File: src/rtl/inst_cache_responder.sv
// Direct-mapped instruction cache, 4-word lines, refilled one word at a time from backing memory.
// Optional hit/miss counters are enabled by defining INST_CACHE_STATS_EN.
module inst_cache_responder #(
  parameter int unsigned INDEX_BITS = 4
) (
  input  logic        clk_i,
  input  logic        rst_i,
  input  logic [31:0] pc_i,
  output logic [31:0] instruction_o,
  output logic        stall_o,
  output logic        mem_req_o,
  output logic [31:0] mem_addr_o,
  input  logic        mem_ready_i,
  input  logic [31:0] mem_rdata_i
`ifdef INST_CACHE_STATS_EN
  ,
  output logic [31:0] hit_count_o,
  output logic [31:0] miss_count_o
`endif
);

  localparam int unsigned Lines   = 1 << INDEX_BITS;
  localparam int unsigned TagBits = 28 - INDEX_BITS;

  typedef enum logic [1:0] {StIdle, StFill, StDone} state_e;

  state_e                  state_q, state_d;
  logic [1:0]              k_q, k_d;
  logic [27:0]             base_q, base_d;
  logic [Lines-1:0]        valid_q, valid_d;
  logic [TagBits-1:0]      tag_q  [Lines];
  logic [31:0]             data_q [Lines][4];

  logic                    data_we;
  logic                    tag_we;
  logic                    lookup_hit;
  logic [1:0]              pc_word;
  logic [INDEX_BITS-1:0]   pc_index;
  logic [TagBits-1:0]      pc_tag;
  logic [INDEX_BITS-1:0]   fill_index;
  logic [TagBits-1:0]      fill_tag;
  logic                    unused_pc_bits;

  assign pc_word        = pc_i[3:2];
  assign pc_index       = pc_i[INDEX_BITS+3:4];
  assign pc_tag         = pc_i[31:INDEX_BITS+4];
  assign fill_index     = base_q[INDEX_BITS-1:0];
  assign fill_tag       = base_q[27:INDEX_BITS];
  assign unused_pc_bits = ^pc_i[1:0];

  assign lookup_hit = (state_q == StIdle) && valid_q[pc_index] && (tag_q[pc_index] == pc_tag);

  always_comb begin
    state_d       = state_q;
    k_d           = k_q;
    base_d        = base_q;
    valid_d       = valid_q;
    data_we       = 1'b0;
    tag_we        = 1'b0;
    stall_o       = 1'b1;
    instruction_o = 32'h0000_0000;
    mem_req_o     = 1'b0;
    mem_addr_o    = 32'h0000_0000;

    if (rst_i) begin
      // Outputs are forced quiet for the whole reset cycle, even mid-fill.
      stall_o = 1'b0;
    end else begin
      unique case (state_q)
        StIdle: begin
          if (lookup_hit) begin
            stall_o       = 1'b0;
            instruction_o = data_q[pc_index][pc_word];
          end else begin
            // Invalidate the victim now so partial data can never be reported as a hit.
            base_d            = pc_i[31:4];
            valid_d[pc_index] = 1'b0;
            k_d               = 2'd0;
            state_d           = StFill;
          end
        end
        StFill: begin
          mem_req_o  = 1'b1;
          mem_addr_o = {base_q, k_q, 2'b00};
          if (mem_ready_i) begin
            data_we = 1'b1;
            k_d     = k_q + 2'd1;
            if (k_q == 2'd3) begin
              state_d = StDone;
            end
          end
        end
        StDone: begin
          tag_we              = 1'b1;
          valid_d[fill_index] = 1'b1;
          state_d             = StIdle;
        end
        default: state_d = StIdle;
      endcase
    end
  end

  always_ff @(posedge clk_i) begin
    if (rst_i) begin
      state_q <= StIdle;
      k_q     <= 2'd0;
      base_q  <= 28'h0;
      valid_q <= '0;
    end else begin
      state_q <= state_d;
      k_q     <= k_d;
      base_q  <= base_d;
      valid_q <= valid_d;
    end
  end

  // Data and tag storage carry no reset; validity alone gates their use.
  always_ff @(posedge clk_i) begin
    if (data_we) begin
      data_q[fill_index][k_q] <= mem_rdata_i;
    end
    if (tag_we) begin
      tag_q[fill_index] <= fill_tag;
    end
  end

`ifdef INST_CACHE_STATS_EN
  logic [31:0] hit_cnt_q, miss_cnt_q;

  always_ff @(posedge clk_i) begin
    if (rst_i) begin
      hit_cnt_q  <= 32'h0;
      miss_cnt_q <= 32'h0;
    end else if (state_q == StIdle) begin
      if (lookup_hit) begin
        hit_cnt_q <= hit_cnt_q + 32'd1;
      end else begin
        miss_cnt_q <= miss_cnt_q + 32'd1;
      end
    end
  end

  assign hit_count_o  = hit_cnt_q;
  assign miss_count_o = miss_cnt_q;
`endif

endmodule

File: config.mk
export PLATFORM = sky130hd
export DESIGN_NAME = inst_cache_responder
export DESIGN_NICKNAME = d
export VERILOG_FILES = /design/src/rtl/inst_cache_responder.sv
export SDC_FILE = /design/constraint.sdc
export NUM_CORES = 2
export LEC_CHECK = 0
export ABC_AREA = 1
export ABC_CLOCK_PERIOD_IN_PS = 7300
export BUFFER_PORTS_ARGS = -buffer_cell sky130_fd_sc_hd__clkbuf_2
export CAP_MARGIN = 10
export CORE_UTILIZATION = 35
export CTS_CLUSTER_SIZE = 40
export DETAILED_ROUTE_END_ITERATION = 10
export SETUP_SLACK_MARGIN = 0.02
export SLEW_MARGIN = 20
export SYNTH_ARGS = -nofsm -noshare
export SYNTH_HDL_FRONTEND = slang
export SYNTH_SLANG_ARGS = --single-unit
export TNS_END_PERCENT = 50
File: constraint.sdc
create_clock -name clk_i -period 7.3 [get_ports clk_i]
set_clock_uncertainty 0.2 [all_clocks]
set_input_delay 0.365 -clock clk_i [delete_from_list [all_inputs] [get_ports clk_i]]
set_output_delay 0.365 -clock clk_i [all_outputs]
set_load 0.01 [all_outputs]
==> out/metrics.csv <==
metric,value,unit
max_slew_margin,1.16,%
wl_met2,126,mm
dp_hpwl,133,mm
synth-simple-area-share,6.15,%
grt_usage,20.1,%
grt_pass1_vias,53000,
syn_area_per_cell,15.0,um2
rr_worst_depth,19,
holdWs,-0.000499,ns
yosysTopAreaCellShare,79.1,%
setup_viol,0,
place_area,97700,um2
hold_depth,1,
r2r-start,tag_q[12][4],
cp_max_fo,48,
min_from,mem_rdata_i[31],
grt_pass1_wl,385,mm
h-tree-depth,4,
met3WireLength,31.7,mm
drc,0,
drt-initial-drc-count,7865,
leakagePower,33.3,nW
die_area,266000,um2
clock_power_share,41.0,%
hold_class,in2reg,
cp-end-kind,output pin,
arrival,5.76,ns
slew_viol_final,0,
core_area,262000,um2
wl_per_cell,27.4,um
synthCells,6172,
finalCritPeriodShare,86.7,%
areaGrowthSynthToFinish,14.6,%
layout_min_cycle_time,6.33,ns
r2r_slack,3.34,ns
synth_compound_area_share,11.6,%
crit_required,6.73,ns
clk-insertion-delay-late,0.90,ns
fp.dieW,516,um
timing.fmax,158,MHz
portBuffers,128,
synth_cell_types,37,
synth-warning-count,0,
antenna_found_initial,17,
power.density,274,nW/um2
gr-total-overflow,0,
synthArstFlopShare,0,%
finalHoldViolations,1,
ant_nets,0,
yosysTopAreaCell,edfxtp_1,
postLayoutCellArea,106000,um2
hold_path_end,data_q[1][63],
tightest_slew,1.48,ns
synth_edf_count,2432,
startpoint,pc_i[4],
irDropWorstVdd,317,uV
status,"finished, violations left",
path_clk_slew,0.06,ns
cts-root-buf,clkbuf_16,
cts_tree,built,
yosys-top-cells-area,"edfxtp_1 (79%), o22ai_1 (6.8%), nand2_1 (4.0%)",
grt_max_degree,194,
highest_layer,met5,
cts_buffers,234,
violations,negative hold slack,
switching_share,22.0,%
yosysMostFrequentCell,edfxtp_1,
dr.pass1.iters,6,
synth_top_family_by_area,compound AO/OA/AOI/OAI gates,
die_h,516,um
gp_congestion,0.824,
cts.sinks,2480,
drv_cap,0,
layout-drive-gt1-share,10.8,%
p_int,0.0226,W
worstSetupPathType,in2out,
layout.nets,6398,
cts_resized,0,
cts_buffer_depth,3,
io_pins,133,
vias_per_cell,5.71,
cp-start-kind,primary input,
vias,57300,
rsz0062_at_grt,false,
synthFlopType,edfxtp_1,
fin_tns_setup,0,ns
synth_fa_ha_area_share,0.0542,%
p_sw,0.00638,W
power_frac_seq,54.3,%
row_count,188,
routed_wl,275,mm
synth_area,92300,um2
muxShareOfSynthArea,0,%
cts_setup_buffers,0,
yosysSeqAreaShare,80.1,%
synth-xor-area-share,0,%
combinationalPowerShare,4.7,%
r2r_end,valid_q[15],
ys_ff_latch,2480,
start_util,35.2,%
synth_top_cells_by_count,"edfxtp_1 (2432), o22ai_1 (1000), nand2_1 (981), o21ai_0 (571), nor2_1 (301)",
wl_met1,109,mm
area by class of cell:
cell class	instances	area, um2
fill	23700	156000
sequential	2480	74000
inverter	56	233
clock buffer	303	6240
clock inverter	133	1310
multi-input combinational	3231	17100
antenna	7	17.5
tap	3515	4400
timing repair buffer	324	2540
worst max path at each step:
| stage | to | slack (ns) |
|---|---|---|
| final | instruction_o[23] | 0.97 |
| after global placement | instruction_o[26] | 1.87 |
| after CTS | instruction_o[23] | 1.21 |
| after detailed placement | instruction_o[23] | 1.81 |
| after floorplan | data_q[11][0] | 4.20 |
| after global routing | instruction_o[23] | 0.91 |
metrics by stage:
| step | util (%) | setup slack [ns] | power (W) | std cells |
|---|---|---|---|---|
| floorplan | - | 4.20 | 0.0167 | 6173 |
| global placement | 37.2 | 1.87 | 0.0173 | 9550 |
| detailed placement | 37.2 | 1.81 | 0.0174 | 9552 |
| CTS | 40.3 | 1.21 | 0.0291 | 10000 |
| global route | 40.4 | 0.906 | 0.0297 | 10000 |
| finish | 40.4 | 0.973 | 0.0290 | 10000 |
logic make-up after synthesis:
group	after synthesis
AO/OA/AOI/OAI	1787
flip-flops	2480
adder cells (fa/ha/maj)	4
buffers and inverters	462
other	1
AND/OR/NAND/NOR	1438
metal layers:
layer	global-route usage (%)	vias to the layer above
met1	27.9	29200
li1	-	24400
met2	31.2	3288
met4	6.12	6
met5	0	-
met3	4.63	460
placed cells by master (no fill, tap or decap), types with 52 or more instances in the layout:
| cell | synthesis | routed |
|---|---|---|
| clkbuf_16 | 0 | 236 |
| a41oi_1 | 64 | 64 |
| nand3_1 | 83 | 83 |
| edfxtp_1 | 2432 | 2432 |
| nor2_4 | 0 | 82 |
| buf_4 | 5 | 140 |
| nand2_1 | 981 | 978 |
| a21oi_1 | 52 | 52 |
| clkbuf_1 | 259 | 59 |
| clkbuf_2 | 0 | 103 |
| nor2_1 | 301 | 219 |
| o21ai_0 | 571 | 570 |
| o22ai_1 | 1000 | 1000 |
power groups by stage:
stage / Sequential [W] / Combinational [W] / Clock (W)
floorplan: 0.0160 / 0.000682 / 0
global placement: 0.0160 / 0.00129 / 0
detailed placement: 0.0160 / 0.00130 / 0
CTS: 0.0157 / 0.00133 / 0.0120
global route: 0.0157 / 0.00144 / 0.0125
finish: 0.0157 / 0.00136 / 0.0119
flip-flops by register name, summed over array words and instances (netlist names):
signal	count
base_q	28
data_q	2048
k_q	2
state_q	2
tag_q	384
valid_q	16
critical path, stage by stage:
cell	delay, ns
dlygate4sd3_1	0.54
buf_4	0.39
nand2_8	0.25
inv_2	0.87
buf_4	0.34
nand2_1	0.07
nand3_1	0.08
nand2_1	0.05
nand2_1	0.12
nor3b_1	0.09
nor4_1	0.43
nand3_1	0.13
nor2_1	0.82
inv_2	0.63
nor2_1	0.30
clkbuf_2	0.18
timing repair:
action | 4_1_cts | 5_1_grt
endpoints found under the setup margin | 0 | 0
hold buffers | 38 | 12
endpoints found under the hold margin | 608 | 768
Note: power is estimated with default switching activity, not from simulation.
